$ cat src/rtl/menu_nav.sv
// Front-panel menu navigator: page wrap on left/right, per-page inc/dec pulses with auto-repeat, idle return home.
// Latency: one cycle from button sample to registered page/inc/dec/timeout_evt.
// Backpressure: none; pulses are single-cycle and consumers must take them when presented.
module menu_nav #(
    parameter int  N_PAGES        = 4,
    parameter int  HOME_PAGE      = 0,
    parameter int  HOLD_CYCLES    = 50000000,
    parameter int  REPEAT_CYCLES  = 10000000,
    parameter int  TIMEOUT_CYCLES = 1500000000,
    localparam int PAGE_W         = $clog2(N_PAGES)
) (
    input  logic               clk,
    input  logic               rst_n,
    input  logic               up,
    input  logic               down,
    input  logic               left,
    input  logic               right,
    output logic [PAGE_W-1:0]  page,
    output logic [N_PAGES-1:0] inc,
    output logic [N_PAGES-1:0] dec,
    output logic               timeout_evt
);

    localparam int CNT_MAX  = (HOLD_CYCLES > REPEAT_CYCLES) ? HOLD_CYCLES : REPEAT_CYCLES;
    localparam int CNT_W    = $clog2(CNT_MAX + 1);
    localparam int IDLE_MAX = (TIMEOUT_CYCLES > 0) ? TIMEOUT_CYCLES - 1 : 0;
    localparam int IDLE_W   = (IDLE_MAX > 0) ? $clog2(IDLE_MAX + 1) : 1;
    localparam logic [PAGE_W-1:0] HOME = PAGE_W'(HOME_PAGE);
    localparam logic [PAGE_W-1:0] LAST = PAGE_W'(N_PAGES - 1);

    logic [3:0]         btn, btn_edge, btn_prev_q, btn_prev_d;
    logic [PAGE_W-1:0]  page_q, page_d;
    logic [N_PAGES-1:0] inc_q, inc_d, dec_q, dec_d;
    logic               tevt_q, tevt_d;
    logic               hold_act_q, hold_act_d, hold_dn_q, hold_dn_d, rep_q, rep_d;
    logic [CNT_W-1:0]   hold_cnt_q, hold_cnt_d;
    logic [IDLE_W-1:0]  idle_q, idle_d;
    logic               nav_edge, to_fire, held_lvl, rep_hit, do_inc, do_dec;

    assign btn      = {right, left, down, up};
    assign btn_edge = btn & ~btn_prev_q;
    assign nav_edge = btn_edge[3] | btn_edge[2];
    assign held_lvl = hold_dn_q ? down : up;
    assign rep_hit  = rep_q ? (hold_cnt_q == CNT_W'(REPEAT_CYCLES))
                            : (hold_cnt_q == CNT_W'(HOLD_CYCLES));
    // A press in the firing cycle wins over the timeout.
    assign to_fire  = (TIMEOUT_CYCLES > 0) && (idle_q == IDLE_W'(IDLE_MAX)) &&
                      (page_q != HOME) && (btn_edge == 4'b0000);

    always_comb begin
        btn_prev_d = btn;
        page_d     = page_q;
        tevt_d     = to_fire;
        if (to_fire) begin
            page_d = HOME;
        end else if (btn_edge[3] && !btn_edge[2]) begin
            page_d = (page_q == LAST) ? '0 : page_q + PAGE_W'(1);
        end else if (btn_edge[2] && !btn_edge[3]) begin
            page_d = (page_q == '0) ? LAST : page_q - PAGE_W'(1);
        end
    end

    // Hold tracking: phase 0 waits HOLD_CYCLES after the press, phase 1 paces repeats.
    always_comb begin
        hold_act_d = hold_act_q;
        hold_dn_d  = hold_dn_q;
        rep_d      = rep_q;
        hold_cnt_d = hold_cnt_q;
        do_inc     = 1'b0;
        do_dec     = 1'b0;
        if (nav_edge || (up && down)) begin
            hold_act_d = 1'b0;
            rep_d      = 1'b0;
            hold_cnt_d = '0;
        end else if (btn_edge[0] || btn_edge[1]) begin
            do_inc     = btn_edge[0];
            do_dec     = btn_edge[1];
            hold_act_d = 1'b1;
            hold_dn_d  = btn_edge[1];
            rep_d      = 1'b0;
            hold_cnt_d = CNT_W'(1);
        end else if (hold_act_q && held_lvl) begin
            if (rep_hit) begin
                do_inc     = !hold_dn_q;
                do_dec     = hold_dn_q;
                rep_d      = 1'b1;
                hold_cnt_d = CNT_W'(1);
            end else begin
                hold_cnt_d = hold_cnt_q + CNT_W'(1);
            end
        end else begin
            hold_act_d = 1'b0;
            rep_d      = 1'b0;
            hold_cnt_d = '0;
        end
    end

    always_comb begin
        inc_d = '0;
        dec_d = '0;
        for (int p = 0; p < N_PAGES; p++) begin
            inc_d[p] = do_inc && (page_q == PAGE_W'(p));
            dec_d[p] = do_dec && (page_q == PAGE_W'(p));
        end
    end

    always_comb begin
        idle_d = idle_q;
        if (btn != 4'b0000) begin
            idle_d = '0;
        end else if (idle_q != IDLE_W'(IDLE_MAX)) begin
            idle_d = idle_q + IDLE_W'(1);
        end
    end

    always_ff @(posedge clk or negedge rst_n) begin
        if (!rst_n) begin
            btn_prev_q <= '0;
            page_q     <= HOME;
            inc_q      <= '0;
            dec_q      <= '0;
            tevt_q     <= 1'b0;
            hold_act_q <= 1'b0;
            hold_dn_q  <= 1'b0;
            rep_q      <= 1'b0;
            hold_cnt_q <= '0;
            idle_q     <= '0;
        end else begin
            btn_prev_q <= btn_prev_d;
            page_q     <= page_d;
            inc_q      <= inc_d;
            dec_q      <= dec_d;
            tevt_q     <= tevt_d;
            hold_act_q <= hold_act_d;
            hold_dn_q  <= hold_dn_d;
            rep_q      <= rep_d;
            hold_cnt_q <= hold_cnt_d;
            idle_q     <= idle_d;
        end
    end

    assign page        = page_q;
    assign inc         = inc_q;
    assign dec         = dec_q;
    assign timeout_evt = tevt_q;

endmodule
$ cat config.mk
export PLATFORM = sky130hd
export DESIGN_NAME = menu_nav
export DESIGN_NICKNAME = d
export VERILOG_FILES = /design/src/rtl/menu_nav.sv
export SDC_FILE = /design/constraint.sdc
export NUM_CORES = 1
export LEC_CHECK = 0
export BUFFER_PORTS_ARGS = -buffer_cell sky130_fd_sc_hd__buf_2
export CORE_UTILIZATION = 55
export CTS_CLUSTER_DIAMETER = 60
export CTS_CLUSTER_SIZE = 40
export DETAILED_ROUTE_END_ITERATION = 12
export PLACE_DENSITY = 0.73
export SLEW_MARGIN = 10
export SYNTH_ARGS = -nofsm -noshare
export SYNTH_HDL_FRONTEND = slang
export SYNTH_SLANG_ARGS = --single-unit
export TNS_END_PERCENT = 5
$ cat constraint.sdc
create_clock -name clk -period 3.26 [get_ports clk]
set_input_delay 0.815 -clock clk [delete_from_list [all_inputs] [get_ports clk]]
set_output_delay 0.815 -clock clk [all_outputs]
set_load 0.01 [all_outputs]
==> run summary, run 1 <==
Status -> finished, final reports clean
Design Area, Final -> 0.00409 mm^2
Vias in the first global route -> 2634
Area Growth Syn to Fin -> 8.29%
Final layout net count -> 419
YS warnings -> 0
Post-DP Area -> 0.00390 mm^2
GRT Util Overall -> 21.6%
Io pins -> 17
Adder-cell share of the synthesized area -> 2.32%
Clock share of power -> 37.8%
P_int -> 1.40 mW
Proportion of layout cells with a drive suffix above 1 -> 9.73%
Max Cap Viol -> 0
Synthesized flop and latch total -> 75
Largest net degree at the start of global routing -> 76
Crit path DAT -> 2.75 ns
Fin crit share -> 78.4%
Hold/Removal Path Class -> register to register
Final ANT Viol Nets -> 0
Global-route met1 utilization -> 30.7%
CTS resizes -> 0
CP Max Fanout -> 25
Worst slew margin -> 37.6%
First-pass GRT wire length -> 12.2 mm
Mapped Nets -> 400
Iteration-0 DRC Markers -> 165
Initial DRT Pass Iterations -> 4
Xor/xnor share of the synthesized area -> 9.98%
Sw Share -> 24.2%
CTS tree -> done
Clock latency on the worst-skew pair -> 0.35 ns
Clk slew on worst S/H paths -> 0.07 ns
Synth Area in Compound Gates -> 5.14%
Global routing's busiest layer -> met2
Setup violators final -> 0
Fin. max-slew vios -> 0
Netlist cell types -> 42
Buffer levels on the longest clock path -> 2
Grt met3 use -> 3.70%
Row cnt -> 29
Register area share after synthesis -> 49.8%
WP data required -> 3.45 ns
# diodes -> 0
DIE HEIGHT -> 84.8 um
Initial core utilization -> 58.1%
Syn avg cell area -> 9.75 um^2
TritonCTS Buffers -> 9
Simple-Gate Fraction of Synth Area -> 29.1%
Largest family of logic cells by synthesized area -> simple AND/OR/NAND/NOR gates
Finished Core Util -> 62.9%
DRC -> 0
Comb power frac -> 9.0%
Hold Slack -> 0.551 ns
Port bufs -> 16
Setup bufs post-CTS -> 0
Die Width -> 84.8 um
PwrDens -> 451 mW/mm^2
Final WL -> 6.97 mm
Clk sinks -> 75
RSZ-0062 raised after global routing -> no
Max Freq -> 391 MHz
P_sw -> 0.446 mW
Core ar. -> 0.00649 mm^2
# H-tree levels -> 3
Total gr overflow -> 0
Slew of the pin with the lowest slew margin -> 0.936 ns
Crit end category -> register
Die area -> 0.00719 mm^2
Clock Root Buffer -> clkbuf_8
Placer Congestion -> 0.796
Setup TNS -> 0 ns
Critical setup path kind -> register to register
Worst Setup Start Kind -> register
Worst-case clock skew -> 0.00718 ns
Share of power burned in registers -> 53.2%
Total power -> 1.84 mW
HPWL Detailed -> 4.77 mm
Vias per cell -> 5.67
Period minus WS final -> 2.56 ns
Peak VDD IR -> 0.497 mV
Met2 Resource Use GR -> 31.9%
Syn Inst Count -> 387
Multiplexer area fraction after synthesis -> 0.829%
Via count -> 2768
Post-CTS Hold Fix Bufs -> 0
Routed wire per std cell -> 14.3 um
Pleak -> 1.67 nW
Hold Vio Cnt, Final -> 0
Post-synthesis instance area -> 0.00377 mm^2
Initial antenna violation count -> 0
Filler Cells Inserted -> 541
worst paths after layout:
path / slack, ns / start / depth (start not counted) / end
min reg2reg: 0.55 / idle_q[21]$_DFFE_PN0P_ / 2 / idle_q[21]$_DFFE_PN0P_
min: 0.55 / idle_q[21]$_DFFE_PN0P_ / 2 / idle_q[21]$_DFFE_PN0P_
max: 0.70 / hold_cnt_q[0]$_DFF_PN0_ / 7 / hold_cnt_q[12]$_DFF_PN0_
max in group asynchronous: 2.05 / rst_n / 1 / idle_q[1]$_DFFE_PN0P_
min in group asynchronous: 0.60 / rst_n / 1 / hold_cnt_q[14]$_DFF_PN0_
max reg2reg: 0.70 / hold_cnt_q[0]$_DFF_PN0_ / 7 / hold_cnt_q[12]$_DFF_PN0_
power by group through the flow:
stage               sequential, mW  combinational [mW]  clock (mW)
floorplan                     1.00              0.0934           0
CTS                          0.980               0.169       0.718
finish                       0.981               0.166       0.698
global placement             0.997               0.164           0
global route                 0.983               0.192       0.752
detailed placement           0.998               0.169           0
metrics by stage:
stage | worst slack (ns) | cells
after global routing | 0.363 | 488
final | 0.703 | 488
after detailed placement | 0.652 | 472
after global placement | 0.764 | 472
after floorplan | 1.31 | 387
after CTS | 0.668 | 488
cell type report:
type                            count  area, um^2  area share (%)
Sequential cell                    75        1880            45.9
Multi-Input combinational cell    291        1790            43.7
Clock buffer                       14         153            3.74
Timing Repair Buffer               18        97.6            2.39
Tap cell                           77        96.3            2.36
Inverter                           11        41.3            1.01
Clock inverter                      2        35.0           0.858
placed cells by master (no fill, tap or decap), drive strengths merged, types with 2 or more instances in the layout:
cell type  count
ha             7
or3            7
nor2b          6
nor4           7
nand4         19
nor4b          3
and4           3
buf           18
nor2          65
xnor2         14
clkbuf        14
nor4bb         2
and3           8
o21a           2
nor3          16
nand2b         6
a31oi          3
a21oi         10
nand3         23
or4            7
o31ai          2
and2           5
inv           11
xor2          29
o21ai          9
mux2i          2
dfrtp         75
nand2         28
per-layer routing:
layer | part of all wire, % | wire (um)
met5 | 0 | 0
met4 | 2.1 | 147
met3 | 3.2 | 223
met2 | 45 | 3120
met1 | 50 | 3480
cells by family after synthesis:
kind of cell    Yosys count
compound gates           30
xor+xnor                 43
fa+ha+maj                 7
buf+inv                  21
flops                    75
mux                       3
simple gates            208
flip-flops by register name (all words and copies together) (netlist names), 2 cells and up:
name        flops
page            2
dec             4
idle_q         31
btn_prev_q      4
inc             4
hold_cnt_q     26
worst max-delay path, stage by stage, from the launching register on:
cell and delay (ns):
dfrtp_1 0.42, inv_1 0.07, ha_1 0.13, nor4bb_1 0.26, nand3_1 0.16, a2111oi_4 0.45
nand2b_1 0.78, nor2_1 0.13
Yosys cell counts (all sizes together):
cell	n	share of area, %
nor4	7	1.6
mux2	1	0.30
a2111oi	1	0.73
and2	5	0.83
nor2	65	6.5
or2	1	0.17
nand3	23	3.1
inv	11	1.1
nand2b	6	1.0
nand4	19	3.3
nor2b	6	1.0
ha	7	2.3
and4b	1	0.27
nor4bb	2	0.53
o22ai	1	0.17
a31o	1	0.23
nor3	16	2.4
buf	4	1.2
xnor2	14	3.3
mux2i	2	0.53
nand4b	1	0.23
and4	3	0.70
o21a	2	0.40
or3	7	1.2
a31oi	3	0.50
o31ai	2	0.40
xor2	29	6.7
and3	8	1.3
or4	7	1.6
o21ai	9	1.2
a21oi	10	1.3
nand2	28	2.8
o211ai	1	0.20
clkbuf	6	0.60
nor4b	3	0.70
dfrtp	75	50
Note: power is estimated with default switching activity, not from simulation.
==> inputs of run 2 (changes only) <==
clock period = 2.7 ns   (was 3.26 ns; I/O delays follow)
==> run 2 against run 1 <==
  * Design area increased by 1.8%
  * Combinational power increased by 20%
  * Critical path depth increased by 1
  * Clock skew increased by 0.0038 ns
  * Routed wire length decreased by 0.42%
  * Hold slack got worse by 0.29 ns
  * Global-route usage decreased by 0.29 points
  * Cell count increased by 0.61%
  * Power increased by 27%
  * Count of clock-buffer cells in the layout decreased by 2
  * Flip-flop and latch count unchanged
  * Critical path type unchanged
==> run summary, run 2 (synthesis gave the netlist of run 1 again) <==
Status -> finished, final reports clean
Post-CTS Hold Fix Bufs -> 0 (unchanged)
Hold Slack -> 0.259 ns (-0.291 ns)
CTS resizes -> 0 (unchanged)
Setup violators final -> 0 (unchanged)
Largest reg by FF count -> idle_q
Setup bufs post-CTS -> 0 (unchanged)
Clk sinks -> 75 (unchanged)
Port bufs -> 16 (unchanged)
DIE HEIGHT -> 84.8 um (unchanged)
Die area -> 0.00719 mm^2 (unchanged)
Clock latency on the worst-skew pair -> 0.34 ns (about the same)
Finished Core Util -> 64.1% (+1.2 points)
Fin crit share -> 82.2% (+3.8 points)
Final Worst Setup Slack -> 0.480 ns (-0.223 ns)
DP Worst Slack -> 0.455 ns (-0.198 ns)
Pleak -> 1.71 nW (+2.2%)
TritonCTS Buffers -> 9 (unchanged)
Peak VDD IR -> 0.415 mV (-16%)
Row cnt -> 29 (unchanged)
HPWL Detailed -> 4.80 mm (+0.78%)
P_sw -> 0.533 mW (+20%)
Share of power burned in registers -> 50.6% (-2.6 points)
Proportion of layout cells with a drive suffix above 1 -> 11.1% (+1.4 points)
WP data required -> 2.92 ns (-0.53 ns)
Hold/Removal Path Class -> primary input to async pin
Die Width -> 84.8 um (unchanged)
Period minus WS final -> 2.22 ns (-0.337 ns)
Core ar. -> 0.00649 mm^2 (unchanged)
Final WL -> 6.94 mm (-0.42%)
Max Freq -> 451 MHz (+15%)
Comb power frac -> 8.5% (-0.5 points)
Crit path max-delay family -> simple AND/OR/NAND/NOR gates
CP bufs+invs -> 2 (+1)
Setup TNS -> 0 ns (unchanged)
Commonest non-fill, non-tap cell in the layout -> dfrtp_1
Hold Vio Cnt, Final -> 0 (unchanged)
Critical path, cell by cell -> inv_1 -> ha_1 -> nor4bb_1 -> nand3_1 -> a2111oi_4 -> nand2b_1 -> buf_4 -> nor2_1
Max Cap Viol -> 0 (unchanged)
RSZ-0062 raised after global routing -> no
Initial DRT Pass Iterations -> 4 (unchanged)
CTS tree -> done
Crit path DAT -> 2.44 ns (-0.31 ns)
Slew of the pin with the lowest slew margin -> 0.749 ns (-0.188 ns)
Total gr overflow -> 0 (unchanged)
Clock Root Buffer -> clkbuf_8
Sw Share -> 22.8% (-1.4 points)
DRC -> 0 (unchanged)
Worst Setup Start Kind -> register
Final ANT Viol Nets -> 0 (unchanged)
Clock share of power -> 40.9% (+3.1 points)
Crit end category -> register
Io pins -> 17 (unchanged)
Critical setup path kind -> register to register
Clk slew on worst S/H paths -> 0.08 ns (about the same)
Routed wire per std cell -> 14.1 um (-1.0%)
Worst-case clock skew -> 0.0110 ns (+0.00379 ns)
Worst slew margin -> 49.6% (+12 points)
Post-DP Area -> 0.00393 mm^2 (+0.90%)
Vias in the first global route -> 2765 (+5.0%)
Dpl cells -> 475 (+0.64%)
GRT Util Overall -> 21.3% (-0.29 points)
Vias per cell -> 5.72 (+0.79%)
Design Area, Final -> 0.00416 mm^2 (+1.8%)
Largest regs -> idle_q x31, hold_cnt_q x26
Buffer levels on the longest clock path -> 2 (unchanged)
Max reg flops -> 31 (unchanged)
Placer Congestion -> 0.822 (+3.2%)
Final Non-Filler Cells -> 491 (+0.61%)
Initial antenna violation count -> 0 (unchanged)
Slowest-stage cell, CP -> a2111oi_4
First-pass GRT wire length -> 12.1 mm (-0.22%)
CP Max Fanout -> 25 (unchanged)
Commonest cells after routing, fill and taps aside -> dfrtp_1, nor2_1, xor2_1
# diodes -> 0 (unchanged)
Fin. max-slew vios -> 0 (unchanged)
Via count -> 2807 (+1.4%)
Largest net degree at the start of global routing -> 44 (-42%)
# H-tree levels -> 3 (unchanged)
Final layout net count -> 422 (+0.72%)
Area Growth Syn to Fin -> 10.3%
Iteration-0 DRC Markers -> 127 (-23%)
Initial core utilization -> 58.1% (unchanged)
Total power -> 2.34 mW (+27%)
Critical path's largest stage delay -> 0.49 ns (-0.29 ns)
P_int -> 1.81 mW (+29%)
PwrDens -> 563 mW/mm^2 (+25%)
[run 2: cell types whose count changed in the layout (fill, tap and decap cells not counted)]
cell and change:
buf_12 +1, buf_4 +2, bufinv_16 +1, clkbuf_1 -3
clkbuf_8 +1, clkinvlp_4 +1
[run 2: routing by layer]
layer / wire length (um) / part of all wire [%] / track usage [%] / vias to the layer above
li1: - / - / - / 1390
met5: 0 / 0 / 0 / -
met2: 3400 / 49 / 36.4 / 36
met3: 206 / 3.0 / 5.45 / 9
met4: 71 / 1.0 / 6.47 / 0
met1: 3270 / 47 / 26.8 / 1372
[run 2: worst paths after layout]
check / from / endpoint / slack (ns) / depth (start not counted)
max in group asynchronous: rst_n / idle_q[10]$_DFFE_PN0P_ / 1.87 / 2
min in group clk: right / btn_prev_q[3]$_DFF_PN0_ / 0.48 / 1
worst min-delay path: rst_n / hold_cnt_q[15]$_DFF_PN0_ / 0.26 / 1
worst max register to register: hold_cnt_q[0]$_DFF_PN0_ / hold_cnt_q[9]$_DFF_PN0_ / 0.48 / 8
worst min register to register: idle_q[7]$_DFFE_PN0P_ / idle_q[7]$_DFFE_PN0P_ / 0.53 / 1
worst max-delay path: hold_cnt_q[0]$_DFF_PN0_ / hold_cnt_q[9]$_DFF_PN0_ / 0.48 / 8
[run 2: final cells by class]
type                       count  area, um^2
fill                         523        2330
sequential                    75        1880
multi-input combinational    291        1790
clock buffer                  12         155
timing repair buffer          21         133
tap                           77        96.3
clock inverter                 4        72.6
inverter                      11        41.3
[run 2: power groups by stage]
stage               sequential, mW  combinational (mW)  clock [mW]
floorplan                     1.21               0.113           0
global placement              1.20               0.199           0
detailed placement            1.20               0.204           0
CTS                           1.18               0.205       0.990
global route                  1.19               0.232        1.02
finish                        1.18               0.200       0.956
